**config.mk**
```make
export PLATFORM = sky130hd
export DESIGN_NAME = udp_frame_builder
export DESIGN_NICKNAME = d
export VERILOG_FILES = /design/src/rtl/frame_pkg.sv /design/src/rtl/ip_hdr_csum.sv /design/src/rtl/udp_frame_builder.sv
export SDC_FILE = /design/constraint.sdc
export NUM_CORES = 1
export LEC_CHECK = 0
export CAP_MARGIN = 10
export CORE_MARGIN = 3
export CORE_UTILIZATION = 55
export DETAILED_ROUTE_END_ITERATION = 8
export PLACE_DENSITY = 0.86
export SYNTH_ARGS = -nofsm -noshare
export SYNTH_HDL_FRONTEND = slang
export SYNTH_SLANG_ARGS = --single-unit
```
**constraint.sdc**
```tcl
create_clock -name i_clk -period 3.66 [get_ports i_clk]
set_input_delay 0.732 -clock i_clk [delete_from_list [all_inputs] [get_ports i_clk]]
set_output_delay 0.732 -clock i_clk [all_outputs]
set_load 0.01 [all_outputs]
```
**src/rtl/frame_pkg.sv**
```systemverilog
// Shared constants for the Ethernet/IPv4/UDP frame builder: FSM encoding,
// protocol constants, header byte offsets and a field byte-select helper.
package frame_pkg;

    localparam int unsigned LEN_W         = 11;
    localparam int unsigned HDR_BYTES     = 42;
    localparam int unsigned MIN_FRAME     = 60;
    localparam int unsigned MIN_PAYLOAD   = MIN_FRAME - HDR_BYTES;
    localparam int unsigned CSUM_WORDS    = 10;
    localparam int unsigned IP_HDR_BYTES  = 20;
    localparam int unsigned UDP_HDR_BYTES = 8;

    localparam logic [15:0] ETHERTYPE_IPV4 = 16'h0800;
    localparam logic [7:0]  IP_PROTO_UDP   = 8'h11;
    localparam logic [15:0] IP_VER_IHL_TOS = 16'h4500;
    localparam logic [15:0] IP_FLAGS_DF    = 16'h4000;
    localparam logic [7:0]  IP_TTL         = 8'h40;
    localparam logic [15:0] UDP_NO_CSUM    = 16'h0000;

    // Byte offsets of each header field within the 42-byte header
    localparam int unsigned OFF_DST_MAC   = 0;
    localparam int unsigned OFF_SRC_MAC   = 6;
    localparam int unsigned OFF_ETYPE     = 12;
    localparam int unsigned OFF_IP_VER    = 14;
    localparam int unsigned OFF_IP_TOTLEN = 16;
    localparam int unsigned OFF_IP_ID     = 18;
    localparam int unsigned OFF_IP_FLAGS  = 20;
    localparam int unsigned OFF_IP_TTL    = 22;
    localparam int unsigned OFF_IP_PROTO  = 23;
    localparam int unsigned OFF_IP_CSUM   = 24;
    localparam int unsigned OFF_IP_SRC    = 26;
    localparam int unsigned OFF_IP_DST    = 30;
    localparam int unsigned OFF_UDP_SRC   = 34;
    localparam int unsigned OFF_UDP_DST   = 36;
    localparam int unsigned OFF_UDP_LEN   = 38;
    localparam int unsigned OFF_UDP_CSUM  = 40;

    typedef enum logic [7:0] {
        S_IDLE = 8'b0000_0001,
        S_CSUM = 8'b0000_0010,
        S_TRIG = 8'b0000_0100,
        S_HDR  = 8'b0000_1000,
        S_PAY  = 8'b0001_0000,
        S_PAD  = 8'b0010_0000,
        S_WAIT = 8'b0100_0000
    } state_e;

    // Big-endian byte `rel` of a right-aligned field that is `nbytes` wide
    function automatic logic [7:0] field_byte(input logic [47:0] v,
                                              input int unsigned nbytes,
                                              input int unsigned rel);
        logic [47:0] sh;
        sh = v << (8 * (6 - nbytes + rel));
        return sh[47:40];
    endfunction

endpackage

```
**src/rtl/ip_hdr_csum.sv**
```systemverilog
// Sequential ones-complement checksum over 16-bit words.
// Ports: i_clk/i_rst_n clock and async active-low reset; i_clr zeroes the
// accumulator; i_en adds i_word; o_csum is the complemented, twice-folded sum.
module ip_hdr_csum (
    input  logic        i_clk,
    input  logic        i_rst_n,
    input  logic        i_clr,
    input  logic        i_en,
    input  logic [15:0] i_word,
    output logic [15:0] o_csum
);

    logic [19:0] acc_q;
    logic [16:0] fold1;
    logic [15:0] fold2;

    // 20 bits hold up to 16 full-scale words without overflow
    always_ff @(posedge i_clk or negedge i_rst_n) begin
        if (!i_rst_n) begin
            acc_q <= '0;
        end else if (i_clr) begin
            acc_q <= '0;
        end else if (i_en) begin
            acc_q <= acc_q + 20'(i_word);
        end
    end

    // Second fold absorbs the at-most-one carry left by the first
    always_comb begin
        fold1  = 17'(acc_q[15:0]) + 17'(acc_q[19:16]);
        fold2  = fold1[15:0] + 16'(fold1[16]);
        o_csum = ~fold2;
    end

endmodule

```
**src/rtl/udp_frame_builder.sv**
```systemverilog
// Builds one Ethernet/IPv4/UDP frame per accepted start and streams it
// bytewise into the TX MAC (trig/data/last), then waits for tx_over.
// Ports: i_clk, i_rst_n (async, active-low); i_start/i_len request a frame;
// o_busy while a frame is in flight; o_rd_addr/i_rd_data payload RAM
// (1-cycle latency); o_tx_trig/o_data/o_last_data to the MAC; i_tx_over
// from the MAC.
module udp_frame_builder
    import frame_pkg::*;
#(
    parameter logic [47:0] DST_MAC  = 48'hFFFF_FFFF_FFFF,
    parameter logic [47:0] SRC_MAC  = 48'h0012_3456_789A,
    parameter logic [31:0] SRC_IP   = 32'hC0A8_010A,
    parameter logic [31:0] DST_IP   = 32'hC0A8_0102,
    parameter logic [15:0] SRC_PORT = 16'd5000,
    parameter logic [15:0] DST_PORT = 16'd5001,
    parameter int unsigned MAX_LEN  = 1472,
    parameter int unsigned ADDR_W   = 11
) (
    input  logic              i_clk,
    input  logic              i_rst_n,
    input  logic              i_start,
    input  logic [10:0]       i_len,
    output logic              o_busy,
    output logic [ADDR_W-1:0] o_rd_addr,
    input  logic [7:0]        i_rd_data,
    output logic              o_tx_trig,
    output logic [7:0]        o_data,
    output logic              o_last_data,
    input  logic              i_tx_over
);

    state_e            state_q, state_d;
    logic              busy_q, busy_d;
    logic              trig_q, trig_d;
    logic [7:0]        data_q, data_d;
    logic              last_q, last_d;
    logic [ADDR_W-1:0] rd_addr_q, rd_addr_d;
    logic [LEN_W-1:0]  len_q, len_d;
    logic [15:0]       ip_id_q, ip_id_d;
    logic [LEN_W-1:0]  cnt_q, cnt_d;
    logic [5:0]        hdr_cnt_q, hdr_cnt_d;

    logic              csum_clr_c;
    logic              csum_en_c;
    logic [15:0]       csum_word_c;
    logic [15:0]       hdr_csum_c;
    logic [15:0]       tot_len_c;
    logic [15:0]       udp_len_c;
    logic [7:0]        hdr_byte_c;
    logic [LEN_W-1:0]  pad_last_c;
    logic              rd_more_c;

    assign o_busy      = busy_q;
    assign o_tx_trig   = trig_q;
    assign o_data      = data_q;
    assign o_last_data = last_q;
    assign o_rd_addr   = rd_addr_q;

    assign tot_len_c  = 16'(len_q) + 16'(IP_HDR_BYTES + UDP_HDR_BYTES);
    assign udp_len_c  = 16'(len_q) + 16'(UDP_HDR_BYTES);
    assign pad_last_c = LEN_W'(MIN_PAYLOAD - 1) - len_q;
    assign rd_more_c  = (32'(rd_addr_q) + 1) < 32'(len_q);

    ip_hdr_csum u_csum (
        .i_clk   (i_clk),
        .i_rst_n (i_rst_n),
        .i_clr   (csum_clr_c),
        .i_en    (csum_en_c),
        .i_word  (csum_word_c),
        .o_csum  (hdr_csum_c)
    );

    // IPv4 header words in wire order; the checksum slot counts as zero
    always_comb begin
        csum_word_c = 16'h0000;
        case (32'(cnt_q))
            0:       csum_word_c = IP_VER_IHL_TOS;
            1:       csum_word_c = tot_len_c;
            2:       csum_word_c = ip_id_q;
            3:       csum_word_c = IP_FLAGS_DF;
            4:       csum_word_c = {IP_TTL, IP_PROTO_UDP};
            6:       csum_word_c = SRC_IP[31:16];
            7:       csum_word_c = SRC_IP[15:0];
            8:       csum_word_c = DST_IP[31:16];
            9:       csum_word_c = DST_IP[15:0];
            default: csum_word_c = 16'h0000;
        endcase
    end

    // Header byte mux keyed on the header byte counter
    always_comb begin
        int unsigned idx;
        idx        = 32'(hdr_cnt_q);
        hdr_byte_c = 8'h00;
        case (idx) inside
            [OFF_DST_MAC : OFF_SRC_MAC - 1]:
                hdr_byte_c = field_byte(DST_MAC, 6, idx - OFF_DST_MAC);
            [OFF_SRC_MAC : OFF_ETYPE - 1]:
                hdr_byte_c = field_byte(SRC_MAC, 6, idx - OFF_SRC_MAC);
            [OFF_ETYPE : OFF_IP_VER - 1]:
                hdr_byte_c = field_byte(48'(ETHERTYPE_IPV4), 2, idx - OFF_ETYPE);
            [OFF_IP_VER : OFF_IP_TOTLEN - 1]:
                hdr_byte_c = field_byte(48'(IP_VER_IHL_TOS), 2, idx - OFF_IP_VER);
            [OFF_IP_TOTLEN : OFF_IP_ID - 1]:
                hdr_byte_c = field_byte(48'(tot_len_c), 2, idx - OFF_IP_TOTLEN);
            [OFF_IP_ID : OFF_IP_FLAGS - 1]:
                hdr_byte_c = field_byte(48'(ip_id_q), 2, idx - OFF_IP_ID);
            [OFF_IP_FLAGS : OFF_IP_TTL - 1]:
                hdr_byte_c = field_byte(48'(IP_FLAGS_DF), 2, idx - OFF_IP_FLAGS);
            [OFF_IP_TTL : OFF_IP_PROTO - 1]:
                hdr_byte_c = IP_TTL;
            [OFF_IP_PROTO : OFF_IP_CSUM - 1]:
                hdr_byte_c = IP_PROTO_UDP;
            [OFF_IP_CSUM : OFF_IP_SRC - 1]:
                hdr_byte_c = field_byte(48'(hdr_csum_c), 2, idx - OFF_IP_CSUM);
            [OFF_IP_SRC : OFF_IP_DST - 1]:
                hdr_byte_c = field_byte(48'(SRC_IP), 4, idx - OFF_IP_SRC);
            [OFF_IP_DST : OFF_UDP_SRC - 1]:
                hdr_byte_c = field_byte(48'(DST_IP), 4, idx - OFF_IP_DST);
            [OFF_UDP_SRC : OFF_UDP_DST - 1]:
                hdr_byte_c = field_byte(48'(SRC_PORT), 2, idx - OFF_UDP_SRC);
            [OFF_UDP_DST : OFF_UDP_LEN - 1]:
                hdr_byte_c = field_byte(48'(DST_PORT), 2, idx - OFF_UDP_DST);
            [OFF_UDP_LEN : OFF_UDP_CSUM - 1]:
                hdr_byte_c = field_byte(48'(udp_len_c), 2, idx - OFF_UDP_LEN);
            [OFF_UDP_CSUM : HDR_BYTES - 1]:
                hdr_byte_c = field_byte(48'(UDP_NO_CSUM), 2, idx - OFF_UDP_CSUM);
            default:
                hdr_byte_c = 8'h00;
        endcase
    end

    // Next-state and registered-output logic
    always_comb begin
        state_d    = state_q;
        busy_d     = busy_q;
        trig_d     = 1'b0;
        data_d     = 8'h00;
        last_d     = 1'b0;
        rd_addr_d  = rd_addr_q;
        len_d      = len_q;
        ip_id_d    = ip_id_q;
        cnt_d      = cnt_q;
        hdr_cnt_d  = hdr_cnt_q;
        csum_clr_c = 1'b0;
        csum_en_c  = 1'b0;

        case (state_q)
            S_IDLE: begin
                rd_addr_d = '0;
                cnt_d     = '0;
                hdr_cnt_d = '0;
                if (i_start) begin
                    len_d      = (32'(i_len) > MAX_LEN) ? LEN_W'(MAX_LEN) : i_len;
                    busy_d     = 1'b1;
                    csum_clr_c = 1'b1;
                    state_d    = S_CSUM;
                end
            end
            S_CSUM: begin
                csum_en_c = 1'b1;
                if (cnt_q == LEN_W'(CSUM_WORDS - 1)) begin
                    cnt_d   = '0;
                    state_d = S_TRIG;
                end else begin
                    cnt_d = cnt_q + LEN_W'(1);
                end
            end
            S_TRIG: begin
                trig_d  = 1'b1;
                state_d = S_HDR;
            end
            S_HDR: begin
                trig_d = 1'b1;
                data_d = hdr_byte_c;
                if (hdr_cnt_q == 6'(HDR_BYTES - 1)) begin
                    // Address 0 is already presented; start walking so the
                    // RAM output lines up with the first payload cycle
                    if (rd_more_c) begin
                        rd_addr_d = rd_addr_q + ADDR_W'(1);
                    end
                    hdr_cnt_d = '0;
                    cnt_d     = '0;
                    state_d   = (len_q != '0) ? S_PAY : S_PAD;
                end else begin
                    hdr_cnt_d = hdr_cnt_q + 6'd1;
                end
            end
            S_PAY: begin
                trig_d = 1'b1;
                data_d = i_rd_data;
                if (rd_more_c) begin
                    rd_addr_d = rd_addr_q + ADDR_W'(1);
                end
                if (cnt_q == len_q - LEN_W'(1)) begin
                    cnt_d = '0;
                    if (32'(len_q) < MIN_PAYLOAD) begin
                        state_d = S_PAD;
                    end else begin
                        last_d  = 1'b1;
                        state_d = S_WAIT;
                    end
                end else begin
                    cnt_d = cnt_q + LEN_W'(1);
                end
            end
            S_PAD: begin
                trig_d = 1'b1;
                if (cnt_q == pad_last_c) begin
                    cnt_d   = '0;
                    last_d  = 1'b1;
                    state_d = S_WAIT;
                end else begin
                    cnt_d = cnt_q + LEN_W'(1);
                end
            end
            S_WAIT: begin
                rd_addr_d = '0;
                if (i_tx_over) begin
                    ip_id_d = ip_id_q + 16'd1;
                    busy_d  = 1'b0;
                    state_d = S_IDLE;
                end
            end
            default: begin
                state_d = S_IDLE;
            end
        endcase
    end

    // State and output registers
    always_ff @(posedge i_clk or negedge i_rst_n) begin
        if (!i_rst_n) begin
            state_q   <= S_IDLE;
            busy_q    <= 1'b0;
            trig_q    <= 1'b0;
            data_q    <= 8'h00;
            last_q    <= 1'b0;
            rd_addr_q <= '0;
            len_q     <= '0;
            ip_id_q   <= 16'h0000;
            cnt_q     <= '0;
            hdr_cnt_q <= '0;
        end else begin
            state_q   <= state_d;
            busy_q    <= busy_d;
            trig_q    <= trig_d;
            data_q    <= data_d;
            last_q    <= last_d;
            rd_addr_q <= rd_addr_d;
            len_q     <= len_d;
            ip_id_q   <= ip_id_d;
            cnt_q     <= cnt_d;
            hdr_cnt_q <= hdr_cnt_d;
        end
    end

endmodule

```
# Word-level counts from Yosys, hierarchy flattened
# Cells that the tools add are included.
# classes
n_addsub,37
magnitude_cmp,35
eq_ne,24
shift,14
mux,51
bitwise,1
reduce_logical,32
# ops
op,n
8-bit 2-to-1 mux,22
16-bit one-hot mux with 8 select lines,1
12-bit by 32-bit << shifter with 48-bit output,2
13-bit by 32-bit << shifter with 48-bit output (first input constant),2
15-bit by 32-bit << shifter with 48-bit output (first input constant),2
16-bit by 32-bit << shifter with 48-bit output,2
32-bit by 32-bit << shifter with 48-bit output (first input constant),2
4-bit by 7-bit adder with 8-bit output (first input constant),10
11-bit 2-to-1 mux,7
8-bit one-hot mux with 7 select lines,1
11-bit one-hot mux with 5 select lines,1
6-bit by 5-bit >= comparator with 1-bit output (second input constant),8
1-bit by 32-bit << shifter with 48-bit output (first input constant),1
12-bit by 32-bit << shifter with 48-bit output (first input constant),1
37-bit by 32-bit << shifter with 48-bit output (first input constant),1
48-bit by 9-bit << shifter with 48-bit output (first input constant),1
6-bit by 5-bit <= comparator with 1-bit output (second input constant),7
6-bit by 5-bit subtractor with 7-bit output (second input constant),6
20-bit 2-to-1 mux,2
11-bit by 3-bit equality test with 1-bit output (second input constant),3
11-bit one-hot mux with 3 select lines,1
6-bit <= comparator (second input constant),5
6-bit by 6-bit subtractor with 7-bit output (second input constant),4
6-bit >= comparator (second input constant),4
other kinds (53),98
# word_totals
ff_bits,94
inputBits,23
out_inout_bits,22
elab_cells,205

# Longest topological paths before layout
# logic_depth
depth_word,20
depth_mapped,20

# Cells and area by module
# Synthesis repeated with hierarchy kept, for this count alone.
# unflattened
hier_cells,1247
hier_area_um2,9978.3
# modules_own_cells
mod,instances,cells_per_inst,area_per_inst_um2,seq_area_each_um2
udp_frame_builder,1,964,7582.3,1828.0
ip_hdr_csum,1,283,2396.0,500.5

# Worst setup path before layout
# No wires, ideal clock.
# synth_timing
path_type,reg-to-reg
from,register u_csum.acc_q[16]
to,"register data_q[6], in the netlist o_data[6]"
setup_time_ns,0.077
t_arrival_ns,3.880
t_required_ns,3.583
path_slack_ns,-0.298
path_stages_with_launch,20
path_buffers,0
synth_period_minus_slack_ns,3.958
cell_sequence,dfrtp_1 > ha_1 > inv_1 > fa_1 > and2b_1 > o221ai_2 > nor3_1 > nand3_1 > nor3_1 > ha_1 > ha_1 > nand2_1 > nor3_1 > o211ai_1 > a211oi_1 > o2111ai_1 > xnor2_1 > a21oi_1 > o31a_1 > a21oi_1
# synth_via
elab_chain_cells,15
# synth_rtl
item,line_no,rtl
start: declaration,ip_hdr_csum.sv:13,logic [19:0] acc_q;
start signal: assignment,ip_hdr_csum.sv:24,acc_q <= acc_q + 20'(i_word);
16-bit by 4-bit adder with 17-bit output,ip_hdr_csum.sv:30,fold1 = 17'(acc_q[15:0]) + 17'(acc_q[19:16]);
16-bit by 1-bit adder with 16-bit output,ip_hdr_csum.sv:31,fold2 = fold1[15:0] + 16'(fold1[16]);
16-bit NOT,ip_hdr_csum.sv:32,o_csum = ~fold2;
16-bit by 32-bit << shifter with 48-bit output,frame_pkg.sv:53,sh = v << (8 * (6 - nbytes + rel));
8-bit 2-to-1 mux (10 in a row),udp_frame_builder.sv:95,case (idx) inside
8-bit one-hot mux with 2 select lines,udp_frame_builder.sv:148,case (state_q)
net data_d[6],udp_frame_builder.sv:35,"logic [7:0] data_q, data_d;"
end signal: assignment,udp_frame_builder.sv:248,data_q <= data_d;
end: declaration,udp_frame_builder.sv:35,
# The timed path passes the listed nets, and every way through them passes these cells.
# A chain may end at the register's enable or synchronous reset.

# Worst setup path in the final report
# layout_timing
from,register u_csum.acc_q[0]
to,"register data_q[6], in the netlist o_data[6]"
# The elaborated chain is that of the path after synthesis.

==> impl_metrics.toml <==
[clocking]
clk_pin_slew_ns = 0.07
cts_buffer_depth = 2
root_buffer = "clkbuf_16"
cts_tree = "built"
cts-hold-fix-buffers = 0
cts.sinks = 93
clk_latency_ns = 0.36
cts_max_level = 3
cts_buffers = 9

[yosys]
synth_flop_cell = "dfrtp_1"
synthArstFlopShare = 1.000
ys_warn_count = 0
avgSynthCellArea_um2 = 7.814
synth-seq-area-share = 0.2363
ys_seq_elements = 93
syn_inst = 1261
syn_nets = 1364
synthDistinctLibCells = 90
netlist_area_mm2 = 0.009853
synth-edff-count = 0

[final_layout]
multi_input_area_mm2 = 0.007269
areaGrowthSynthToFinish_pct = 18.73
drive_gt1_frac = 0.1605
postLayoutCoreUtil = 0.6717
fillers = 1374
antenna_cells = 0
nNetsFinal = 1469
seq_area_mm2 = 0.002330

[timing]
worst_pin_slew_ns = 1.058
fin_crit_sh = 1.014
period_needed_ns = 3.711
drv_slew = 0
skew_ns = 0.009580
maxSlewHeadroom = 0.2767
fin_ws_ns = -0.05100
rsz0062_at_grt = "true"
max_clock_freq_ghz = 0.2695
hold_viol = 0
hold_ws_ns = 0.4571
setup_viol = 2

[place]
portBuffers = 44
pre_cts_slack_ns = -0.1088
dp_hpwl_um = 22980
gp_congestion = 1.052

[route]
drc = 0
drt_iter0_markers = 1370
firstDrtPassIters = 6
vias = 10540
viasPerCell = 6.604
drt_wl_total_um = 31240
wl_per_cell_um = 19.57
ant_nets = 0

[worst_setup_path]
cp.arrival_ns = 3.99
worstSetupPathType = "register to register"
cp.required_ns = 3.94
crit_slowest_cell = "dfrtp_1"
cp-end-kind = "register"
path_cells = "ha_2 -> inv_2 -> fa_2 -> and2b_2 -> o221ai_4 -> nor3_2 -> nand3_1 -> nor3_2 -> ha_2 -> ha_2 -> nand2_1 -> nor3_2 -> o211ai_1 -> a211oi_2 -> o2111ai_1 -> xnor2_1 -> a21oi_1 -> o31a_1 -> a21oi_1"
crit_fanout = 3
start_kind = "register"
slowest_delay_ns = 0.36

[die]
fp.dieH_um = 139.8
fp.dieW_um = 139.8
coreArea_mm2 = 0.01742
die_area_mm2 = 0.01956
row_count = 48
io_pins = 45
start_util = 0.5657

[global_routing]
grt_pass1_wl_um = 48960
antenna_found_initial = 0
grt_pass1_vias = 9731
grt_start_max_net_pins = 60
grt_overflow_total = 0
track_usage = 0.3045

[power]
p_leak_nw = 5.131
peakVddDrop_uv = 526.6
p_per_area_mw_per_mm2 = 540.3

[run_status]
violations = "setup timing"
status = "finished with violations"

[min_path]
hold_class = "primary input to asynchronous set/reset pin"

[job]
cap_violations = 0
kinds of logic after synthesis:
logic type | share of synthesized area
compound gates | 0.2593
simple gates | 0.2276
mux | 0.02146
flops | 0.2363
buf+inv | 0.05117
fa+ha+maj | 0.1031
xor+xnor | 0.1011
final cells by class:
cell class	instances	area share
inverters	57	0.01829
clock inverters	5	0.004920
clock buffers	11	0.02160
flip-flops and latches	93	0.1991
multi-input cells	1048	0.6214
repair buffers	157	0.1106
well taps	225	0.02406
cells in the final DEF, fill, tap and decap left out, types with 7 or more instances in the layout:
master and count:
clkbuf_16 9, nor3_1 27, inv_1 51, a21boi_0 8, nor4_1 12, a31oi_1 20, o21a_1 7, o21ai_1 17
nand2b_1 17, o211ai_1 15, nor2_1 68, nand3_1 75, buf_4 112, o31ai_1 17, nor2b_1 20, and2_1 11
clkdlybuf4s50_1 43, xnor2_1 70, o21ai_0 100, mux2i_1 11, a22o_1 8, a211oi_1 8, nand4_1 11, o22ai_1 12
nand2_1 121, mux2_2 9, and3_1 25, xor2_1 37, ha_1 73, dfrtp_1 91, a21oi_1 78, nand3b_1 7
a21o_1 15
path summary, 6_finish.rpt:
path	from	endpoint	slack, ns	cells after the start
min in group i_clk	o_busy$_DFFE_PN0P_	o_busy$_DFFE_PN0P_	0.50	1
max	u_csum.acc_q[0]$_DFFE_PN0P_	o_data[6]$_DFF_PN0_	-0.05	19
max reg2reg	u_csum.acc_q[0]$_DFFE_PN0P_	o_data[6]$_DFF_PN0_	-0.05	19
min reg2reg	o_busy$_DFFE_PN0P_	o_busy$_DFFE_PN0P_	0.50	1
max in group asynchronous	i_rst_n	u_csum.acc_q[12]$_DFFE_PN0P_	2.41	2
min	i_rst_n	u_csum.acc_q[3]$_DFFE_PN0P_	0.46	1
flip-flops by register name, indices dropped and copies added, names as in the netlist:
register      cells
hdr_cnt_q         6
o_busy            1
o_rd_addr        11
cnt_q            11
o_tx_trig         1
state_q           7
o_data            8
ip_id_q          16
u_csum.acc_q     20
len_q            11
o_last_data       1
power breakdown:
group / switching (mW) / total [mW] / leakage, nW / internal (mW)
clock: 0.424 / 0.993 / 0.156 / 0.569
combinational: 2.34 / 3.88 / 3.72 / 1.54
sequential: 0.223 / 1.45 / 1.26 / 1.22
total: 2.99 / 6.32 / 5.13 / 3.33
synth_stat cells, drive strengths merged, types with 8 or more instances:
cell       n  area share
a31oi     21       0.013
nor2      70       0.027
a21oi     84       0.043
dfrtp     92        0.23
clkbuf    38       0.015
a21boi    11      0.0091
mux2i     11       0.011
a22o       8      0.0071
o22ai     12      0.0076
nor4      14      0.0089
nor2b     22       0.014
nand3     76       0.039
o21ai    121       0.061
buf       25       0.015
nand2b    17       0.011
and3      27       0.018
nor3      34       0.017
and2      12      0.0076
mux2       9       0.010
nand2    124       0.047
ha        78       0.099
o211ai    15       0.011
xor2      39       0.036
xnor2     73       0.065
nand4     12      0.0091
o31ai     18       0.014
a211oi    13       0.011
a2111oi    9       0.011
a21o      15       0.011
inv       57       0.022
what timing repair did:
| item | in CTS | in global routing |
|---|---|---|
| endpoints found under the setup margin | 5 | 19 |
| resized for setup | 7 | 53 |
| hold endpoints to repair | 0 | 0 |
| gates cloned | 0 | 0 |
| setup buffers | 1 | 11 |
| pin swaps | 4 | 24 |
metrics by stage:
step	instances	total power, mW	area, um^2	TNS (ns)
finish	1596	6.321	11700	-0.06513
floorplan	1261	3.756	9899	-0.01935
global placement	1568	4.842	11090	0
detailed placement	1568	4.961	11090	-0.3139
CTS	1585	5.999	11440	0
global route	1596	6.701	11700	-1.359
layer usage:
metal,GRT usage,share of wire
met5,0,0
met4,0.1137,0.032
met3,0.05430,0.098
met2,0.4844,0.47
met1,0.4155,0.40
critical path: cells and delay by family, from the launching register on:
family	cells	cell delay (ns)
adders and majority gates	4	0.96
AOI/OAI and AO/OA	7	1.14
xor gates and xnor gates	1	0.22
and+or+nand+nor	6	0.92
DFF	1	0.36
buffers and inverters	1	0.04
Note: power is estimated with default switching activity, not from simulation.
